## src/rtl/pipeline_sequencer_pkg.sv

```systemverilog
// pipeline_sequencer_pkg: shared stage count, one-hot stage constants and sequencer state encoding.
package pipeline_sequencer_pkg;
  localparam int STAGE_COUNT = 5;
  localparam logic [STAGE_COUNT-1:0] STAGE_IF  = 5'b00001;
  localparam logic [STAGE_COUNT-1:0] STAGE_ID  = 5'b00010;
  localparam logic [STAGE_COUNT-1:0] STAGE_EX  = 5'b00100;
  localparam logic [STAGE_COUNT-1:0] STAGE_MEM = 5'b01000;
  localparam logic [STAGE_COUNT-1:0] STAGE_WB  = 5'b10000;
  typedef enum logic [2:0] {S_IF, S_ID, S_EX, S_MEM, S_WB, S_HALTED} seq_state_t;
endpackage

```

## src/rtl/pipeline_sequencer_perf_counters.sv

```systemverilog
// sequencer_perf_counters: free-running cycle and retired-instruction counters, both wrapping at 2^32.
module sequencer_perf_counters (
  input  logic        clk,
  input  logic        reset,
  input  logic        i_count_en,
  input  logic        i_retire,
  output logic [31:0] o_cycle_count,
  output logic [31:0] o_instr_retired
);
  logic [31:0] r_cycle_count;
  logic [31:0] r_instr_retired;
  always_ff @(posedge clk or posedge reset) begin
    if (reset) begin
      r_cycle_count   <= '0;
      r_instr_retired <= '0;
    end else begin
      if (i_count_en) r_cycle_count <= r_cycle_count + 32'd1;
      if (i_retire) r_instr_retired <= r_instr_retired + 32'd1;
    end
  end
  assign o_cycle_count   = r_cycle_count;
  assign o_instr_retired = r_instr_retired;
endmodule

```

## src/rtl/pipeline_sequencer.sv

```systemverilog
// pipeline_sequencer: steps each instruction through IF/ID/EX/MEM/WB and owns the PC.
// Optional counters (cycle_count, instr_retired) exist only when PERF_COUNTERS_EN is defined.
module pipeline_sequencer #(
  parameter int I_ADDR_WIDTH = 10,
  parameter int STAGE_COUNT  = pipeline_sequencer_pkg::STAGE_COUNT
) (
  input  logic                    clk,
  input  logic                    reset,
  input  logic                    stall,
  input  logic                    branch_taken,
  input  logic [I_ADDR_WIDTH-1:0] branch_target,
  input  logic                    halt,
  output logic [STAGE_COUNT-1:0]  pipeline_stage,
  output logic [I_ADDR_WIDTH-1:0] program_counter,
  output logic                    retire,
  output logic                    halted
`ifdef PERF_COUNTERS_EN
  ,
  output logic [31:0]             cycle_count,
  output logic [31:0]             instr_retired
`endif
);
  import pipeline_sequencer_pkg::*;
  seq_state_t              r_state;
  logic [STAGE_COUNT-1:0]  r_stage;
  logic [I_ADDR_WIDTH-1:0] r_pc;
  logic                    r_halted;
  logic                    w_retire;
  assign w_retire = (r_state == S_WB) && !stall;
  // HALTED ignores stall and is only left through reset
  always_ff @(posedge clk or posedge reset) begin
    if (reset) begin
      r_state  <= S_IF;
      r_stage  <= STAGE_IF;
      r_pc     <= '0;
      r_halted <= 1'b0;
    end else if (r_state != S_HALTED && !stall) begin
      case (r_state)
        S_IF: begin
          r_state <= S_ID;
          r_stage <= STAGE_ID;
        end
        S_ID: begin
          r_state <= S_EX;
          r_stage <= STAGE_EX;
        end
        S_EX: begin
          r_state <= S_MEM;
          r_stage <= STAGE_MEM;
        end
        S_MEM: begin
          r_state <= S_WB;
          r_stage <= STAGE_WB;
        end
        S_WB: begin
          if (halt) begin
            r_state  <= S_HALTED;
            r_stage  <= '0;
            r_halted <= 1'b1;
          end else begin
            r_state <= S_IF;
            r_stage <= STAGE_IF;
            r_pc    <= branch_taken ? branch_target : r_pc + I_ADDR_WIDTH'(1);
          end
        end
        default: ;
      endcase
    end
  end
  assign pipeline_stage  = r_stage;
  assign program_counter = r_pc;
  assign retire          = w_retire;
  assign halted          = r_halted;
`ifdef PERF_COUNTERS_EN
  sequencer_perf_counters u_perf (
    .clk             (clk),
    .reset           (reset),
    .i_count_en      (!r_halted),
    .i_retire        (w_retire),
    .o_cycle_count   (cycle_count),
    .o_instr_retired (instr_retired)
  );
`endif
endmodule

```

## config.mk

```make
export PLATFORM = sky130hd
export DESIGN_NAME = pipeline_sequencer
export DESIGN_NICKNAME = d
export VERILOG_FILES = /design/src/rtl/pipeline_sequencer_pkg.sv /design/src/rtl/pipeline_sequencer_perf_counters.sv /design/src/rtl/pipeline_sequencer.sv
export SDC_FILE = /design/constraint.sdc
export NUM_CORES = 1
export LEC_CHECK = 0
export BUFFER_PORTS_ARGS = -buffer_cell sky130_fd_sc_hd__buf_2
export CAP_MARGIN = 5
export CORE_ASPECT_RATIO = 0.75
export CORE_UTILIZATION = 45
export DETAILED_ROUTE_END_ITERATION = 6
export GPL_ROUTABILITY_DRIVEN = 1
export PLACE_DENSITY = 0.71
export REMOVE_ABC_BUFFERS = 1
export SLEW_MARGIN = 40
export SYNTH_ARGS = -nofsm -noshare
export SYNTH_HDL_FRONTEND = slang
export SYNTH_SLANG_ARGS = --single-unit
export TNS_END_PERCENT = 20
```

## constraint.sdc

```tcl
create_clock -name clk -period 1.9 [get_ports clk]
set_clock_uncertainty 0.1 [all_clocks]
set_input_delay 0.19 -clock clk [delete_from_list [all_inputs] [get_ports clk]]
set_output_delay 0.19 -clock clk [all_outputs]
set_load 0.01 [all_outputs]
```

==> out/summary.txt <==
CP delay by family, top: simple AND/OR/NAND/NOR gates
failing checks: design-rule violations
slowest stage cell on the critical path: dfrtp_1
clk_lat worst skew: 0.30 ns
PortBufs: 31
Final Util: 0.582
core region area: 2100 um2
P&R area growth vs syn: 16.4%
worst endpoint data arrival time: 1.74 ns
CTS Buffer Depth: 2
Crit. Startpoint: r_state[1]
initial antenna violation count: 0
Peak supply drop: 0.787 mV
crit path cell chain: nor4b_4 -> and2b_1 -> o21ai_1 -> o2bb2ai_1
met3 Use GR: 0.0627
CP endpoint: program_counter[5]
WP depth: 4
WL/cell: 13.8 um
initial DRC count: 26
Post-DP HPWL: 1620 um
first drt pass iteration count: 6
die width: 57.8 um
fin cells: 163
Buf/Inv on CP: 0
Max FO, Critical Path: 8
Vias/cell: 5.82
ant diodes: 0
cts repair resizes: 0
fillers: 199
num rows: 14
die footprint: 2530 um2
syn_area_per_cell: 9.54 um2
Worst-Margin Slew: 0.721 ns
top_reg_cell synth: dfrtp_1
LEAKAGE: 0.576 nW
RSZ-0062 raised after global routing: no
post-route ant nets: 0
reg-to-reg critical path endpoint: program_counter[5]
synth warn: 0
Final min period: 1.65 ns
Clk Tree Root Cell: clkbuf_4
outcome: finished with violations
placed insts: 158
first-pass GRT wire length: 3680 um
Synth Cell Area: 1050 um2
ys async rst share: 1.00
layout cell share with drive strength beyond 1: 0.273
vias in the first global route: 786
R2R cell count: 4
max_slew headroom: 0.519
cell count after synthesis: 110
grt met2 use: 0.293
Placer Congestion: 0.804
sequential area share after synthesis: 0.454
P per Cell Area: 1400 nW/um2
GRT Util Overall: 0.197
Slew Limit Fails: 0
max_cap viols: 0
Nets: 156
layer with the highest usage: met2
Initial Utilization: 0.499
H-tree depth: 1
Die Height: 43.8 um
Setup CP Type: reg -> reg
clock slew at reported path FFs: 0.11 ns
setup bufs post-CTS: 0
crit start category: flop
Post-synth EDFFs: 0
worst hold path type: in -> reg
fmax: 0.606 GHz
Netlist cell types: 41
#FFs+latches synth: 19
Final Cycle Share: 0.869
Residual DRC: 3
total CTS buffers: 3
I/O pin count: 32
final setup fails: 0
reg2reg start: r_state[1]
clk sinks: 19
vias: 949
total gr overflow: 0
WL final: 2250 um
CTS tree: done
Crit path largest cell delay: 0.49 ns
largest net degree at the start of global routing: 20
met1 Use GR: 0.278
final hold violation count: 0
Critical Path RT: 1.99 ns
Setup TNS: 0 ns
worst reg2reg setup slack: 0.25 ns
Power Total: 1.71 mW
CP endpoint kind: flop
## routing by layer
| layer | wire length (um) | vias to the layer above | part of all wire |
|---|---|---|---|
| li1 | - | 462 | - |
| met5 | 0 | - | 0 |
| met4 | 15 | 0 | 0.0067 |
| met3 | 145 | 2 | 0.065 |
| met2 | 930 | 32 | 0.41 |
| met1 | 1150 | 453 | 0.51 |
## final cells by class
type | count | area, um2 | area share
inverters | 3 | 11.3 | 0.00921
well taps | 24 | 30.0 | 0.0246
multi-input cells | 81 | 513 | 0.420
flip-flops and latches | 19 | 477 | 0.390
repair buffers | 32 | 165 | 0.135
clock buffers | 4 | 26.3 | 0.0215
## power breakdown
part           internal [mW]  leakage (nW)  switching [mW]
Sequential             0.598         0.234           0.232
Clock                 0.0817        0.0150           0.125
Combinational          0.335         0.327           0.339
Total                   1.01         0.576           0.695
## state kept, by name, indices dropped and copies added (netlist names)
register and cells:
pipeline_stage 5, program_counter 10, halted 1, r_state 3
## worst min-delay path by stage
stage	slack, ns	depth (start not counted)	endpoint	startpoint
2_1_floorplan	0.04	1	halted	reset
3_3_place_gp	0.25	2	pipeline_stage[4]	reset
3_5_place_dp	0.25	2	pipeline_stage[1]	reset
4_1_cts	0.06	3	program_counter[2]	branch_target[2]
5_1_grt	0.05	2	halted	halt
6_report	0.06	3	program_counter[2]	branch_target[2]
## logic make-up (layout without fill, tap and decap cells)
group | Yosys count | count (layout) | share of synthesized area
buffers and inverters | 10 | 39 | 0.0572
muxes | 3 | 3 | 0.0286
and+or+nand+nor | 35 | 35 | 0.188
AOI/OAI and AO/OA | 41 | 41 | 0.252
adders and majority gates | 1 | 1 | 0.0119
xor gates and xnor gates | 1 | 1 | 0.00834
DFF | 19 | 19 | 0.454
## metrics by stage
| step | setup WS (ns) | hold WS [ns] | instance area [um2] |
|---|---|---|---|
| after floorplan | 0.345 | 0.0404 | 1000 |
| final | 0.249 | 0.0619 | 1220 |
| after global routing | 0.154 | 0.0520 | 1220 |
| after global placement | 0.330 | 0.251 | 1190 |
| after CTS | 0.245 | 0.0567 | 1220 |
| after detailed placement | 0.256 | 0.254 | 1190 |
## tightest hold or removal path: stages
cell	delay, ns
buf_2	0.08
a21oi_1	0.06
o21ai_1	0.10
## what timing repair did
item,4_1_cts,5_1_grt
hold buffers,1,0
hold endpoints to repair,18,0
setup endpoints to repair,0,0
## cells in the final DEF, fill, tap and decap left out, types with 3 or more instances in the layout
| cell | count |
|---|---|
| mux2i_1 | 3 |
| buf_2 | 31 |
| clkbuf_4 | 3 |
| a21oi_1 | 13 |
| dfrtp_1 | 18 |
| o21ai_1 | 3 |
| nor2_1 | 10 |
| nand3_1 | 4 |
| o22ai_1 | 3 |
| o21ai_0 | 6 |
| nand2_1 | 7 |
| o22a_1 | 3 |
## cells in the mapped netlist, types with 2 or more instances
cell      count  area [um2]
dfrtp_1      18         450
a21oi_1      13        65.1
nor2_1       10        37.5
nand2_1       7        26.3
o21ai_0       6        30.0
nand3_1       4        20.0
buf_2         3        15.0
mux2i_1       3        30.0
o21ai_1       3        15.0
o22a_1        3        26.3
o22ai_1       3        18.8
a22o_1        2        17.5
a41o_1        2        20.0
buf_6         2        22.5
inv_1         2        7.51
nand2b_1      2        12.5
nand4_1       2        12.5
nor2b_1       2        12.5
Note: power is estimated with default switching activity, not from simulation.
